**src/rtl/mem_sequencer_if.sv**
```systemverilog
// Request/response handshake and memory control bundle for mem_sequencer.
// With MEMSEQ_BYTE_READ_EN defined the bundle also carries req_byte.
interface mem_sequencer_if;
  logic        req_valid;
  logic        req_ready;
  logic        req_write;
  logic [15:0] req_addr;
  logic [15:0] req_wdata;
`ifdef MEMSEQ_BYTE_READ_EN
  logic        req_byte;
`endif
  logic        resp_valid;
  logic [15:0] resp_data;
  logic [15:0] bus_out;
  logic        bus_oe;
  logic [15:0] mdr_in;
  logic        mar_load;
  logic        mdr_load_bus;
  logic        mdr_load_low;
  logic        mdr_load_high;
  logic        ram_write;

  modport slave (
    input  req_valid, req_write, req_addr, req_wdata, mdr_in,
`ifdef MEMSEQ_BYTE_READ_EN
    input  req_byte,
`endif
    output req_ready, resp_valid, resp_data, bus_out, bus_oe,
    output mar_load, mdr_load_bus, mdr_load_low, mdr_load_high, ram_write
  );

  modport master (
    output req_valid, req_write, req_addr, req_wdata, mdr_in,
`ifdef MEMSEQ_BYTE_READ_EN
    output req_byte,
`endif
    input  req_ready, resp_valid, resp_data, bus_out, bus_oe,
    input  mar_load, mdr_load_bus, mdr_load_low, mdr_load_high, ram_write
  );
endinterface

```
**src/rtl/mem_sequencer.sv**
```systemverilog
// Turns 16-bit read/write requests into MAR/MDR/RAM control pulses; response 3 cycles after accept.
// MEMSEQ_BYTE_READ_EN adds req_byte: byte reads skip the high-byte cycle (2-cycle latency).
module mem_sequencer (
  input  logic           clk,
  input  logic           rst,
  mem_sequencer_if.slave sq
);

  typedef enum logic [2:0] {IDLE, RD0, RD1, RD2, WR0, WR1, WR2, DONE} state_t;

  state_t      state_q, state_d;
  logic [15:0] a_q, a_d;
  logic [15:0] d_q, d_d;
  logic        byte_q, byte_d;

  logic        req_ready_q, req_ready_d;
  logic        resp_valid_q, resp_valid_d;
  logic [15:0] bus_out_q, bus_out_d;
  logic        bus_oe_q, bus_oe_d;
  logic        mar_load_q, mar_load_d;
  logic        mdr_load_bus_q, mdr_load_bus_d;
  logic        mdr_load_low_q, mdr_load_low_d;
  logic        mdr_load_high_q, mdr_load_high_d;
  logic        ram_write_q, ram_write_d;

  logic        accept;
  assign accept = sq.req_valid && req_ready_q;

  always_comb begin
    state_d = state_q;
    a_d     = a_q;
    d_d     = d_q;
    byte_d  = byte_q;
    case (state_q)
      IDLE: begin
        if (accept) begin
          a_d     = sq.req_addr;
          d_d     = sq.req_wdata;
`ifdef MEMSEQ_BYTE_READ_EN
          byte_d  = sq.req_byte && !sq.req_write;
`else
          byte_d  = 1'b0;
`endif
          state_d = sq.req_write ? WR0 : RD0;
        end
      end
      RD0:     state_d = RD1;
      RD1:     state_d = byte_q ? DONE : RD2;
      RD2:     state_d = DONE;
      WR0:     state_d = WR1;
      WR1:     state_d = WR2;
      WR2:     state_d = DONE;
      DONE:    state_d = IDLE;
      default: state_d = IDLE;
    endcase
  end

  // Outputs are decoded from the next state so the registered copies line up with the state register.
  always_comb begin
    req_ready_d     = 1'b0;
    resp_valid_d    = 1'b0;
    bus_out_d       = 16'h0000;
    bus_oe_d        = 1'b0;
    mar_load_d      = 1'b0;
    mdr_load_bus_d  = 1'b0;
    mdr_load_low_d  = 1'b0;
    mdr_load_high_d = 1'b0;
    ram_write_d     = 1'b0;
    case (state_d)
      IDLE: req_ready_d = 1'b1;
      RD0, WR0: begin
        bus_oe_d   = 1'b1;
        bus_out_d  = a_d;
        mar_load_d = 1'b1;
      end
      RD1: begin
        mdr_load_low_d = 1'b1;
        if (!byte_d) begin
          bus_oe_d   = 1'b1;
          bus_out_d  = a_d + 16'd1;
          mar_load_d = 1'b1;
        end
      end
      RD2: mdr_load_high_d = 1'b1;
      WR1: begin
        bus_oe_d       = 1'b1;
        bus_out_d      = d_d;
        mdr_load_bus_d = 1'b1;
      end
      WR2:     ram_write_d  = 1'b1;
      DONE:    resp_valid_d = 1'b1;
      default: req_ready_d  = 1'b0;
    endcase
  end

  always_ff @(posedge clk or posedge rst) begin
    if (rst) begin
      state_q         <= IDLE;
      a_q             <= 16'h0000;
      d_q             <= 16'h0000;
      byte_q          <= 1'b0;
      req_ready_q     <= 1'b1;
      resp_valid_q    <= 1'b0;
      bus_out_q       <= 16'h0000;
      bus_oe_q        <= 1'b0;
      mar_load_q      <= 1'b0;
      mdr_load_bus_q  <= 1'b0;
      mdr_load_low_q  <= 1'b0;
      mdr_load_high_q <= 1'b0;
      ram_write_q     <= 1'b0;
    end else begin
      state_q         <= state_d;
      a_q             <= a_d;
      d_q             <= d_d;
      byte_q          <= byte_d;
      req_ready_q     <= req_ready_d;
      resp_valid_q    <= resp_valid_d;
      bus_out_q       <= bus_out_d;
      bus_oe_q        <= bus_oe_d;
      mar_load_q      <= mar_load_d;
      mdr_load_bus_q  <= mdr_load_bus_d;
      mdr_load_low_q  <= mdr_load_low_d;
      mdr_load_high_q <= mdr_load_high_d;
      ram_write_q     <= ram_write_d;
    end
  end

  assign sq.req_ready     = req_ready_q;
  assign sq.resp_valid    = resp_valid_q;
  // Read data is live MDR contents, so it can only be gated here, not registered.
  assign sq.resp_data     = !resp_valid_q ? 16'h0000 :
                            byte_q        ? {8'h00, sq.mdr_in[7:0]} : sq.mdr_in;
  assign sq.bus_out       = bus_out_q;
  assign sq.bus_oe        = bus_oe_q;
  assign sq.mar_load      = mar_load_q;
  assign sq.mdr_load_bus  = mdr_load_bus_q;
  assign sq.mdr_load_low  = mdr_load_low_q;
  assign sq.mdr_load_high = mdr_load_high_q;
  assign sq.ram_write     = ram_write_q;

endmodule

```
**src/flat_wrapper.sv**
```systemverilog
// flat-port wrapper written by rule: the top's interface ports become plain ports
module mem_sequencer_flat 
  (clk, rst, sq_req_valid, sq_req_write, sq_req_addr, sq_req_wdata, sq_mdr_in, sq_req_ready, sq_resp_valid, sq_resp_data, sq_bus_out, sq_bus_oe, sq_mar_load, sq_mdr_load_bus, sq_mdr_load_low, sq_mdr_load_high, sq_ram_write);
  mem_sequencer_if sq_i ();
  input  logic clk;
  input  logic rst;
  input wire logic [$bits(sq_i.req_valid)-1:0] sq_req_valid;
  input wire logic [$bits(sq_i.req_write)-1:0] sq_req_write;
  input wire logic [$bits(sq_i.req_addr)-1:0] sq_req_addr;
  input wire logic [$bits(sq_i.req_wdata)-1:0] sq_req_wdata;
  input wire logic [$bits(sq_i.mdr_in)-1:0] sq_mdr_in;
  output wire logic [$bits(sq_i.req_ready)-1:0] sq_req_ready;
  output wire logic [$bits(sq_i.resp_valid)-1:0] sq_resp_valid;
  output wire logic [$bits(sq_i.resp_data)-1:0] sq_resp_data;
  output wire logic [$bits(sq_i.bus_out)-1:0] sq_bus_out;
  output wire logic [$bits(sq_i.bus_oe)-1:0] sq_bus_oe;
  output wire logic [$bits(sq_i.mar_load)-1:0] sq_mar_load;
  output wire logic [$bits(sq_i.mdr_load_bus)-1:0] sq_mdr_load_bus;
  output wire logic [$bits(sq_i.mdr_load_low)-1:0] sq_mdr_load_low;
  output wire logic [$bits(sq_i.mdr_load_high)-1:0] sq_mdr_load_high;
  output wire logic [$bits(sq_i.ram_write)-1:0] sq_ram_write;
  assign sq_i.req_valid = sq_req_valid;
  assign sq_i.req_write = sq_req_write;
  assign sq_i.req_addr = sq_req_addr;
  assign sq_i.req_wdata = sq_req_wdata;
  assign sq_i.mdr_in = sq_mdr_in;
  assign sq_req_ready = sq_i.req_ready;
  assign sq_resp_valid = sq_i.resp_valid;
  assign sq_resp_data = sq_i.resp_data;
  assign sq_bus_out = sq_i.bus_out;
  assign sq_bus_oe = sq_i.bus_oe;
  assign sq_mar_load = sq_i.mar_load;
  assign sq_mdr_load_bus = sq_i.mdr_load_bus;
  assign sq_mdr_load_low = sq_i.mdr_load_low;
  assign sq_mdr_load_high = sq_i.mdr_load_high;
  assign sq_ram_write = sq_i.ram_write;
  mem_sequencer u_core (.clk(clk), .rst(rst), .sq(sq_i));
endmodule
```
**config.mk**
```make
export PLATFORM = sky130hd
export DESIGN_NAME = mem_sequencer_flat
export DESIGN_NICKNAME = d
export VERILOG_FILES = /design/src/rtl/mem_sequencer_if.sv /design/src/rtl/mem_sequencer.sv /design/src/flat_wrapper.sv
export SDC_FILE = /design/constraint.sdc
export NUM_CORES = 1
export LEC_CHECK = 0
export CAP_MARGIN = 20
export CELL_PAD_IN_SITES_DETAIL_PLACEMENT = 1
export CELL_PAD_IN_SITES_GLOBAL_PLACEMENT = 1
export CORE_MARGIN = 4
export CORE_UTILIZATION = 39
export CTS_BUF_LIST = sky130_fd_sc_hd__clkbuf_2 sky130_fd_sc_hd__clkbuf_4 sky130_fd_sc_hd__clkbuf_8
export CTS_CLUSTER_SIZE = 28
export DETAILED_ROUTE_END_ITERATION = 10
export PLACE_DENSITY_LB_ADDON = 0.1
export SYNTH_ARGS = -nofsm -noshare
export SYNTH_HDL_FRONTEND = slang
export SYNTH_SLANG_ARGS = --single-unit
```
**constraint.sdc**
```tcl
create_clock -name clk -period 9.4 [get_ports clk]
set_input_delay 1.88 -clock clk [delete_from_list [all_inputs] [get_ports clk]]
set_output_delay 1.88 -clock clk [all_outputs]
set_load 0.05 [all_outputs]
```
# Word-level counts from Yosys, hierarchy flattened
# Index checks and enable logic that the tools add are counted.
# Widths: inputs -> output; s select.
dict set report totals {
  regBits 60
  inputBits 52
  output_inout_bits 40
  word_cells 57
}
dict set report op_classes {
  add_sub_neg 1
  eq_ne 14
  n_mux 23
  n_reduce_logical 6
}
# cell n
set op_table {}
lappend op_table {{$mux 16} 7}
lappend op_table {{$pmux 16 s3} 1}
lappend op_table {{$eq 3x3->1 const B} 8}
lappend op_table {{$pmux 3 s7} 1}
lappend op_table {{$add 16x1->16 const B} 1}
lappend op_table {{$eq 3x2->1 const B} 4}
lappend op_table {{$mux 1} 9}
lappend op_table {{$mux 3} 3}
lappend op_table {{$eq 3x1->1 const B} 2}
lappend op_table {{$logic_not 3->1} 2}
lappend op_table {{$pmux 1 s2} 2}
lappend op_table {{$reduce_or 2->1} 2}
lappend op_table {{$reduce_or 3->1} 1}
lappend op_table {{$logic_and 1x1->1} 1}

# Logic depth before layout (Yosys ltp)
# Gate-level depths: netlist (run 1).
dict set report depth {
  depth_word 6
  ltp_mapped 14
  ltp_nobuf 10
}

# Least setup slack after synthesis (run 1)
# OpenSTA, ideal clock, no wires.
dict set report synth_path {
  path_kind {input to register}
  startpoint {input port sq_req_valid}
  endpoint {register u_core.bus_out_q[14], in the netlist u_core.sq.bus_out[14]}
  setup_time_ns 0.087
  t_arrival_ns 4.519
  required_ns 9.313
  path_slack_ns 4.794
  stages 12
  n_path_buf 2
  path_cell_list {nand3b_4 nor2_2 clkbuf_1 buf_1 nand2_1 nand2_1 ha_1 inv_1 or4_4 and2_4 or4_1 o211ai_1}
}
dict set report synth_between {
  elab_chain_cells 6
  word_cells_on_any_way 17
  classes_between {add/sub: 1; eq/ne: 4; mux: 10; reduce/logical: 2}
}
# element line_no
set synth_rtl {}
lappend synth_rtl {{from (decl)} flat_wrapper.sv:7} ;# input wire logic [$bits(sq_i.req_valid)-1:0] sq_req_valid;
lappend synth_rtl {{$logic_and 1x1->1} mem_sequencer.sv:27} ;# assign accept = sq.req_valid && req_ready_q;
lappend synth_rtl {{$mux 16} mem_sequencer.sv:36} ;# if (accept) begin
lappend synth_rtl {{$mux 16} mem_sequencer.sv:34} ;# case (state_q)
lappend synth_rtl {{named net u_core.a_d[0]} mem_sequencer.sv:12} ;# logic [15:0] a_q, a_d;
lappend synth_rtl {{$add 16x1->16} mem_sequencer.sv:80} ;# bus_out_d = a_d + 16'd1;
lappend synth_rtl {{$mux 16} mem_sequencer.sv:78} ;# if (!byte_d) begin
lappend synth_rtl {{$pmux 16 s3} mem_sequencer.sv:69} ;# case (state_d)
lappend synth_rtl {{named net u_core.bus_out_d[14]} mem_sequencer.sv:18} ;# logic [15:0] bus_out_q, bus_out_d;
lappend synth_rtl {{to (signal assigned)} mem_sequencer.sv:118} ;# bus_out_q <= bus_out_d;
lappend synth_rtl {{to (decl)} mem_sequencer.sv:18}
# The timed path passes the listed nets, and every way through them passes these cells.

# Worst setup path in the final report (run 1)
dict set report layout_path {
  startpoint {input port sq_mdr_in[5]}
  endpoint {output port sq_resp_data[5]}
}
dict set report layout_between {
  elab_chain_cells 2
}
# element line_no
set layout_rtl {}
lappend layout_rtl {{from (decl)} flat_wrapper.sv:11} ;# input wire logic [$bits(sq_i.mdr_in)-1:0] sq_mdr_in;
lappend layout_rtl {{$mux 16} mem_sequencer.sv:132} ;# byte_q ? {8'h00, sq.mdr_in[7:0]} : sq.mdr_in;
lappend layout_rtl {{$mux 16} mem_sequencer.sv:131} ;# assign sq.resp_data = !resp_valid_q ? 16'h0000 :
lappend layout_rtl {{to (decl)} flat_wrapper.sv:14} ;# output wire logic [$bits(sq_i.resp_data)-1:0] sq_resp_data;
# Every way passes these cells.

==> results of run 1 <==
==> worst paths after layout <==
| path | slack, ns | depth (start not counted) | endpoint | startpoint |
|---|---|---|---|---|
| worst max-delay path | 4.26 | 3 | sq_resp_data[5] | sq_mdr_in[5] |
| worst min-delay path | 0.48 | 2 | u_core.d_q[4] | u_core.d_q[4] |
| min in group asynchronous | 2.09 | 3 | u_core.sq.mdr_load_bus | rst |
| worst min register to register | 0.48 | 2 | u_core.d_q[4] | u_core.d_q[4] |
| max in group asynchronous | 6.80 | 3 | u_core.a_q[6] | rst |
| worst max register to register | 5.74 | 10 | u_core.sq.bus_out[14] | u_core.state_q[2] |
==> area by class of cell <==
type	instances	area (sq um)	area share, %
sequential	60	1500	36.7
multi-input combinational	221	1330	32.4
timing repair buffer	95	941	23.0
clock buffer	13	166	4.06
tap	99	124	3.02
inverter	7	26.3	0.641
clock inverter	2	10.0	0.244
==> flip-flops by register name (all words and copies together) (netlist names), 3 cells and up <==
| name | cells |
|---|---|
| u_core.sq.bus_out | 16 |
| u_core.state_q | 3 |
| u_core.a_q | 16 |
| u_core.d_q | 16 |
==> metal layers <==
metal	wire (um)	share of wire (%)	GRT usage, %	up-vias
met5	0	0	0	-
met4	134	1.5	7.46	0
met3	536	6.1	4.06	11
met2	4200	48	33.2	92
met1	3950	45	29.1	1317
li1	-	-	-	1244
==> cells by family after synthesis <==
logic type      synth area share [%]
compound gates                  15.1
xor+xnor                        2.41
fa+ha+maj                      0.430
buf+inv                         2.79
flops                           51.6
mux                             4.51
simple gates                    23.1
==> layout by cell type, fill, tap and decap left out, drive strengths merged, types with 2 or more instances in the layout <==
cell type      synthesis  routed
clkdlybuf4s50          0      91
nand2                 76      76
dfrtp                 59      59
and2                  21      21
a22oi                 16      16
clkbuf                 9      13
nand3                 12      12
o21ai                 11      11
mux2                   9       9
nor2                   8       8
xnor2                  7       7
o22ai                  6       6
inv                    6       6
and3                   6       6
a21oi                  5       5
o211ai                 4       4
o2bb2ai                4       4
buf                    4       4
mux2i                  3       3
clkinv                 1       3
or4                    3       3
o21a                   2       2
o32ai                  2       2
nand4                  2       2
or3                    2       2
a211o                  2       2
==> power by group through the flow <==
stage	logic, mW	registers (mW)	clock network, mW
after floorplan	0.304	0.524	0
after global placement	0.556	0.455	0
after detailed placement	0.569	0.461	0
after CTS	0.573	0.458	0.214
after global routing	0.612	0.477	0.226
final	0.567	0.458	0.210
==> worst register-to-register path, delay by kind of cell (launching register included) <==
family / cells / cell delay [ns]
DFF: 1 / 0.95
buffers and inverters: 1 / 0.06
and+or+nand+nor: 7 / 2.24
AOI/OAI and AO/OA: 1 / 0.09
adders and majority gates: 1 / 0.25
==> flow_summary_export.csv, run 1 <==
group,metric,value,unit
run_status,outcome,"finished, final reports clean",
clocking,cts.sinks,60,
yosys,syn_inst,301,
clocking,cts.repair.resized,0,
placed_design,post-place-ws,4.24,ns
yosys,yosys_register_bits,60,
global_routing,grt_pass1_vias,2772,
placed_design,hpwl,6230,um
floorplan,die-area,8910,sq um
yosys,ys_seq_area_share,51.6,%
pwr,power_frac_comb,45.9,%
yosys,synth.avg_cell_area,9.67,sq um
detailed_routing,viasPerCell,5.36,
worst_setup_path,critical_path.cell_chain,"clkdlybuf4s50_1 > and2_1 > clkdlybuf4s50_1",
yosys,ys_types,54,
yosys,synth_fp_nets,354,
worst_setup_path,cp_common_cell,"clkdlybuf4s50_1",
clocking,cts_setup_buffers,0,
cells_and_area,instances_no_fill,497,
worst_setup_path,critical_path_arrival,3.26,ns
sta,fin_skew,0.00686,ns
worst_setup_path,required,7.52,ns
clocking,htree_levels,3,
cells_and_area,num-fill-cells,858,
clocking,insertion_delay,0.33,ns
pwr,vdd_drop_max,0.000118,V
sta,holdWs,0.482,ns
floorplan,dieWidth,94.4,um
cells_and_area,drive_above_1_share,9.80,%
pwr,intPower,0.693,mW
detailed_routing,drc_errors,0,
yosys,yosys.area.top_type_share,50.7,%
clocking,cts_buffers,9,
placed_design,placed_cells,482,
floorplan,die_h,94.4,um
sta,finalSetupViolations,0,
placed_design,port_buffers,91,
global_routing,grt_overflow,0,
cells_and_area,design_area,4100,sq um
detailed_routing,drt_iter0_markers,148,
global_routing,grt_max_degree,61,
yosys,netlist_area,2910,sq um
placed_design,gp_congestion,0.853,
detailed_routing,ant_nets,0,
sta,slew_viol_final,0,
floorplan,core,7250,sq um
cells_and_area,synthToLayoutAreaGrowth,40.7,%
worst_setup_path,crit_family,"buffers and inverters",
clocking,cts_tree,"built",
placed_design,place_area,3920,sq um
pwr,powerDensity,302,nW/um^2
sta,max-slew-margin-rel,38.4,%
floorplan,io_pins,92,
yosys,synth_edf_count,0,
sta,fmax,194,MHz
floorplan,rows,31,
worst_setup_path,critPathBufInv,2,
clocking,cts_hold_buffers,0,
floorplan,start_util,40.1,%
sta,period_needed,5.14,ns
cells_and_area,post-route-util,56.5,%
global_routing,grt_pass1_wl,14500,um
sta,fin_crit_sh,54.7,%
job,max_cap_violations,0,
clocking,clk_pin_slew,0.06,ns
yosys,yosysTopAreaCell,"dfrtp_1",
global_routing,globalRouteTotalUtil,21.1,%
yosys,synth.most_common_cell,"nand2_1",
yosys,synth_warnings,0,
yosys,ys_top_cells_by_area,"dfrtp_1 51%, nand2_1 9.8%, and2_1 4.3%",
worst_setup_path,start_kind,"primary input",
pwr,leakage,1.80,nW
worst_setup_path,slowest_delay,0.81,ns
sta,grt_setup_unrepaired,"no",
yosys,postSynth.topFlopCell,"dfrtp_1",
hold_path,hp-class,"flip-flop to flip-flop",
worst_setup_path,critPathCaptureType,"output port",
sta,timing.setup.tns,0,ns
sta,hold_viol,0,
cells_and_area,nNetsFinal,447,
yosys,async_flop_share,100,%
worst_setup_path,critPathMaxFanout,1,
detailed_routing,num_vias,2664,
worst_setup_path,path_class,"primary input to output port",
sta,tightest_slew,0.924,ns
pwr,clkPwrFrac,17.0,%
sta,worst_slack,4.26,ns
cells_and_area,antenna_cells,0,
pwr,power.switching,0.542,mW
pwr,sequentialPowerShare,37.1,%
clocking,cts-root-buf,"clkbuf_8",
pwr,p_total,1.24,mW
pwr,switching_share,43.9,%
global_routing,antenna_found_initial,0,
clocking,clockBufferDepth,2,
detailed_routing,first_pass_iters,5,
detailed_routing,wl_per_cell,17.8,um
detailed_routing,routed_wirelength,8820,um
yosys,netlist_top_cells_count,"76 x nand2_1, 59 x dfrtp_1, 20 x and2_1",
worst_setup_path,cp_slowest_cell,"clkdlybuf4s50_1",
(Power assumes the default switching activity.)
==> run 2: changes to the inputs <==
--- a/config.mk
+++ b/config.mk
@@ -9,7 +9,7 @@
 export CELL_PAD_IN_SITES_DETAIL_PLACEMENT = 1
 export CELL_PAD_IN_SITES_GLOBAL_PLACEMENT = 1
 export CORE_MARGIN = 4
-export CORE_UTILIZATION = 39
+export CORE_UTILIZATION = 36
 export CTS_BUF_LIST = sky130_fd_sc_hd__clkbuf_2 sky130_fd_sc_hd__clkbuf_4 sky130_fd_sc_hd__clkbuf_8
 export CTS_CLUSTER_SIZE = 28
 export DETAILED_ROUTE_END_ITERATION = 10
==> constraint.sdc (replaced) <==
create_clock -name clk -period 5.4 [get_ports clk]
set_input_delay 1.08 -clock clk [delete_from_list [all_inputs] [get_ports clk]]
set_output_delay 1.08 -clock clk [all_outputs]
set_load 0.05 [all_outputs]
==> run 2 against run 1 <==
Via count shrank 0.68%; sequential share of layout area shrank 0.16 points; utilization shrank 3.8 points; clock skew grew 0.0047 ns; hold slack gained 0.0030 ns; final cell count grew 0.80%; largest cell class unchanged.
==> flow_summary_export.csv, run 2 (synthesis results as in run 1) <==
group,metric,value,unit
cells_and_area,synthToLayoutAreaGrowth,41.3,%
floorplan,io_pins,92,
cells_and_area,post-route-util,52.7,%
cells_and_area,instances_no_fill,501,
sta,slew_viol_final,0,
floorplan,core,7810,sq um
detailed_routing,viasPerCell,5.28,
hold_path,hp-class,"flip-flop to flip-flop",
detailed_routing,first_pass_iters,4,
pwr,leakage,1.81,nW
job,max_cap_violations,0,
clocking,htree_levels,3,
run_status,outcome,"finished, final reports clean",
sta,timing.setup.tns,0,ns
clocking,cts_tree,"built",
sta,max-slew-margin-rel,48.6,%
sta,tightest_slew,0.771,ns
placed_design,place_area,3940,sq um
cells_and_area,final_cell_mix,"91 x clkdlybuf4s50_1, 76 x nand2_1, 59 x dfrtp_1",
worst_setup_path,critPathMaxFanout,10,
sta,grt_setup_unrepaired,"no",
worst_setup_path,required,5.65,ns
cells_and_area,antenna_cells,0,
worst_setup_path,start_kind,"primary input",
pwr,vdd_drop_max,0.000233,V
clocking,clk_pin_slew,0.07,ns
clocking,cts.sinks,60,
sta,holdWs,0.485,ns
clocking,cts_hold_buffers,0,
floorplan,die_h,97.9,um
cells_and_area,drive_above_1_share,10.0,%
placed_design,gp_congestion,0.886,
detailed_routing,ant_nets,0,
floorplan,start_util,37.3,%
clocking,clockBufferDepth,2,
floorplan,dieWidth,97.9,um
worst_setup_path,path_class,"primary input to flip-flop",
clocking,cts_buffers,9,
clocking,cts-root-buf,"clkbuf_8",
global_routing,grt_pass1_wl,15100,um
sta,finalSetupViolations,0,
detailed_routing,wl_per_cell,18.3,um
cells_and_area,nNetsFinal,449,
detailed_routing,routed_wirelength,9170,um
detailed_routing,num_vias,2646,
clocking,insertion_delay,0.34,ns
global_routing,grt_overflow,0,
detailed_routing,drc_errors,0,
global_routing,antenna_found_initial,0,
floorplan,die-area,9590,sq um
detailed_routing,drt_iter0_markers,132,
sta,fin_skew,0.0116,ns
placed_design,placed_cells,487,
cells_and_area,design_area,4120,sq um
placed_design,port_buffers,91,
sta,fmax,270,MHz
global_routing,grt_max_degree,61,
worst_setup_path,crit_start,"sq_req_valid",
pwr,powerDensity,527,nW/um^2
global_routing,grt_pass1_vias,2752,
clocking,cts.repair.resized,0,
worst_setup_path,critPathCaptureType,"flip-flop",
worst_setup_path,r2r-start,"u_core.state_q[0]",
sta,period_needed,3.70,ns
sta,hold_viol,0,
floorplan,rows,32,
worst_setup_path,critical_path_arrival,3.95,ns
clocking,cts_setup_buffers,0,
placed_design,hpwl,6440,um
global_routing,globalRouteTotalUtil,19.9,%
cells_and_area,layout.cells.most_common,"clkdlybuf4s50_1",
hold_path,min-delay-start,"u_core.d_q[15]",
sta,fin_crit_sh,68.5,%
-- run 2: final timing paths --
check                                         endpoint  slack (ns)  depth (start not counted)
min in group asynchronous       u_core.sq.mdr_load_bus        1.30                          3
worst min-delay path                    u_core.d_q[15]        0.49                          2
max in group asynchronous         u_core.sq.bus_out[8]        3.60                          3
worst min register to register          u_core.d_q[15]        0.49                          2
worst max register to register   u_core.sq.bus_out[14]        2.01                         10
worst max-delay path             u_core.sq.bus_out[14]        1.70                         11
-- run 2: per-layer routing --
| metal | vias up | GRT usage (%) | share of wire, % |
|---|---|---|---|
| met2 | 81 | 30.6 | 46 |
| met1 | 1301 | 27.8 | 47 |
| met5 | - | 0 | 0 |
| met3 | 12 | 5.21 | 5.3 |
| met4 | 0 | 5.43 | 1.2 |
| li1 | 1252 | - | - |
-- run 2: critical path, cell delays in order --
cell and delay [ns]:
clkdlybuf4s50_1 0.54, nand3b_4 0.15, nor2_2 0.35, nand2_1 0.14, nand2_1 0.11, ha_1 0.23
inv_1 0.06, or4_4 0.54, and2_4 0.16, or4_1 0.50, o211ai_1 0.09
-- run 2: area by class of cell --
cell class | count | area (sq um)
clock inverters | 2 | 10.0
inverters | 7 | 26.3
multi-input cells | 221 | 1330
clock buffers | 12 | 165
well taps | 102 | 128
fillers | 885 | 3690
flip-flops and latches | 60 | 1500
repair buffers | 97 | 956
-- run 2: stage by stage --
| stage | power [mW] | setup slack [ns] |
|---|---|---|
| floorplan | 1.44 | 1.59 |
| global placement | 1.78 | 1.44 |
| detailed placement | 1.81 | 1.34 |
| CTS | 2.18 | 1.68 |
| global route | 2.30 | 1.44 |
| finish | 2.17 | 1.70 |
-- run 2: power by group --
part	switching [mW]	total, mW	leakage (nW)	internal, mW
Combinational	0.652	1.03	0.938	0.380
Sequential	0.133	0.768	0.773	0.634
Clock	0.171	0.368	0.0941	0.197
==> run 3: changes to the inputs <==
--- a/config.mk
+++ b/config.mk
@@ -9,7 +9,7 @@
 export CELL_PAD_IN_SITES_DETAIL_PLACEMENT = 1
 export CELL_PAD_IN_SITES_GLOBAL_PLACEMENT = 1
 export CORE_MARGIN = 4
-export CORE_UTILIZATION = 36
+export CORE_UTILIZATION = 32
 export CTS_BUF_LIST = sky130_fd_sc_hd__clkbuf_2 sky130_fd_sc_hd__clkbuf_4 sky130_fd_sc_hd__clkbuf_8
 export CTS_CLUSTER_SIZE = 28
 export DETAILED_ROUTE_END_ITERATION = 10
==> constraint.sdc (replaced) <==
create_clock -name clk -period 3 [get_ports clk]
set_input_delay 0.6 -clock clk [delete_from_list [all_inputs] [get_ports clk]]
set_output_delay 0.6 -clock clk [all_outputs]
set_load 0.05 [all_outputs]
==> run 3 against run 2 <==
Worst setup slack worse by 1.5 ns; utilization decreased by 3.3 points; sequential share of layout area down 1.9 points; total power grew 97%; first-iteration DRC count up 17%; largest cell class unchanged; critical endpoint unchanged; sequential power up 80%; register-to-register slack worse by 1.7 ns; final cell count rose by 4.8%; combinational power is 89% higher; clock-buffer cell count unchanged; critical path depth unchanged.
==> flow_summary_export.csv, run 3 (synthesis results as in run 1) <==
group,metric,value,unit
run_status,outcome,"finished, final reports clean",
floorplan,rows,34,
floorplan,dieWidth,103,um
sta,max-slew-margin-rel,61.7,%
sta,fin_skew,0.0120,ns
detailed_routing,num_vias,2738,
pwr,switching_share,41.8,%
cells_and_area,drive_above_1_share,14.4,%
pwr,vdd_drop_max,0.000475,V
sta,hold_viol,0,
detailed_routing,wl_per_cell,18.6,um
clocking,cts_tree,"built",
cells_and_area,instances_no_fill,525,
worst_setup_path,critPathCaptureType,"flip-flop",
cells_and_area,design_area,4350,sq um
sta,tightest_slew,0.573,ns
clocking,cts-root-buf,"clkbuf_8",
job,max_cap_violations,0,
placed_design,placed_cells,509,
global_routing,grt_overflow,0,
global_routing,grt_pass1_vias,2979,
floorplan,die-area,10700,sq um
worst_setup_path,start_kind,"primary input",
detailed_routing,drt_iter0_markers,155,
clocking,htree_levels,3,
worst_setup_path,critical_path_arrival,3.08,ns
floorplan,start_util,33.1,%
pwr,power_frac_comb,45.7,%
floorplan,io_pins,92,
detailed_routing,drc_errors,0,
hold_path,hp-class,"flip-flop to flip-flop",
pwr,p_total,4.27,mW
worst_setup_path,path_class,"primary input to flip-flop",
global_routing,grt_pass1_wl,15900,um
sta,period_needed,2.82,ns
floorplan,die_h,103,um
detailed_routing,first_pass_iters,4,
sta,fin_crit_sh,94.1,%
worst_setup_path,r2r_slack,0.34,ns
global_routing,antenna_found_initial,0,
cells_and_area,synthToLayoutAreaGrowth,49.3,%
sta,finalSetupViolations,0,
global_routing,grt_max_degree,36,
detailed_routing,viasPerCell,5.22,
cells_and_area,nNetsFinal,465,
sta,timing.setup.tns,0,ns
pwr,sequentialPowerShare,32.4,%
pwr,leakage,1.92,nW
clocking,clk_pin_slew,0.07,ns
worst_setup_path,required,3.26,ns
clocking,cts.sinks,60,
global_routing,globalRouteTotalUtil,19.6,%
detailed_routing,routed_wirelength,9780,um
clocking,cts_buffers,9,
pwr,powerDensity,983,nW/um^2
clocking,cts_setup_buffers,0,
pwr,power.switching,1.79,mW
clocking,clockBufferDepth,2,
sta,grt_setup_unrepaired,"no",
worst_setup_path,critPathMaxFanout,4,
placed_design,gp_congestion,0.851,
sta,fmax,354,MHz
cells_and_area,final_cell_mix,"91 x clkdlybuf4s50_1, 76 x nand2_1, 59 x dfrtp_1",
sta,slew_viol_final,0,
placed_design,port_buffers,91,
floorplan,core,8810,sq um
placed_design,hpwl,7040,um
sta,worst_slack,0.177,ns
placed_design,place_area,4090,sq um
cells_and_area,antenna_cells,0,
detailed_routing,ant_nets,0,
pwr,clkPwrFrac,21.9,%
placed_design,post-place-ws,-0.151,ns
clocking,insertion_delay,0.34,ns
cells_and_area,layout.cells.most_common,"clkdlybuf4s50_1",
pwr,intPower,2.49,mW
## run 3: changes by cell type in the layout (fill, tap and decap cells not counted), sizes merged
cell,previous run,this run
buf,6,22
bufinv,0,3
clkinv,3,2
## run 3: worst paths after layout
kind / start / endpoint / depth (start not counted)
min in group asynchronous: rst / u_core.d_q[1] / 2
max in group asynchronous: rst / u_core.a_q[5] / 3
min: u_core.d_q[2] / u_core.d_q[2] / 2
min reg2reg: u_core.d_q[2] / u_core.d_q[2] / 2
max reg2reg: u_core.state_q[1] / u_core.sq.bus_out[14] / 10
max: sq_req_valid / u_core.sq.bus_out[14] / 11
## run 3: power groups by stage
stage	clock (mW)	sequential (mW)	combinational (mW)
3_5_place_dp	0	1.39	1.95
4_1_cts	0.958	1.38	1.97
5_1_grt	0.993	1.43	2.10
3_3_place_gp	0	1.38	1.91
2_1_floorplan	0	1.64	0.961
6_report	0.936	1.38	1.95
## run 3: layout make-up
cell class                 count  area (sq um)
clock buffer                  12           159
clock inverter                 4          95.1
fill                         998          4460
inverter                       7          26.3
multi-input combinational    221          1340
sequential                    60          1510
tap                          108           135
timing repair buffer         113          1090
## run 3: stage by stage
step	hold slack [ns]	util (%)
3_3_place_gp	0.462	46.5
4_1_cts	0.488	49.3
3_5_place_dp	0.469	46.5
6_report	0.484	49.4
2_1_floorplan	0.446	-
5_1_grt	0.514	49.4
## run 3: what timing repair did
| item | in CTS | in global routing |
|---|---|---|
| endpoints found under the setup margin | 0 | 8 |
| gates resized for setup | 0 | 1 |
| hold buffers | 0 | 0 |
## run 3: worst max-delay path: stages
cell,delay [ns]
clkdlybuf4s50_1,0.50
and3b_1,0.23
nand2_1,0.15
nand2_1,0.07
nand2_1,0.09
ha_2,0.18
inv_1,0.04
or4_4,0.43
and2_4,0.19
or4_1,0.51
o211ai_1,0.10
## run 3: routing by layer
metal	global-route usage [%]	share of wire [%]	vias to the layer above
li1	-	-	1284
met1	25.9	46	1377
met2	32.5	49	71
met3	3.76	4.0	6
met4	6.37	0.88	0
met5	0	0	-
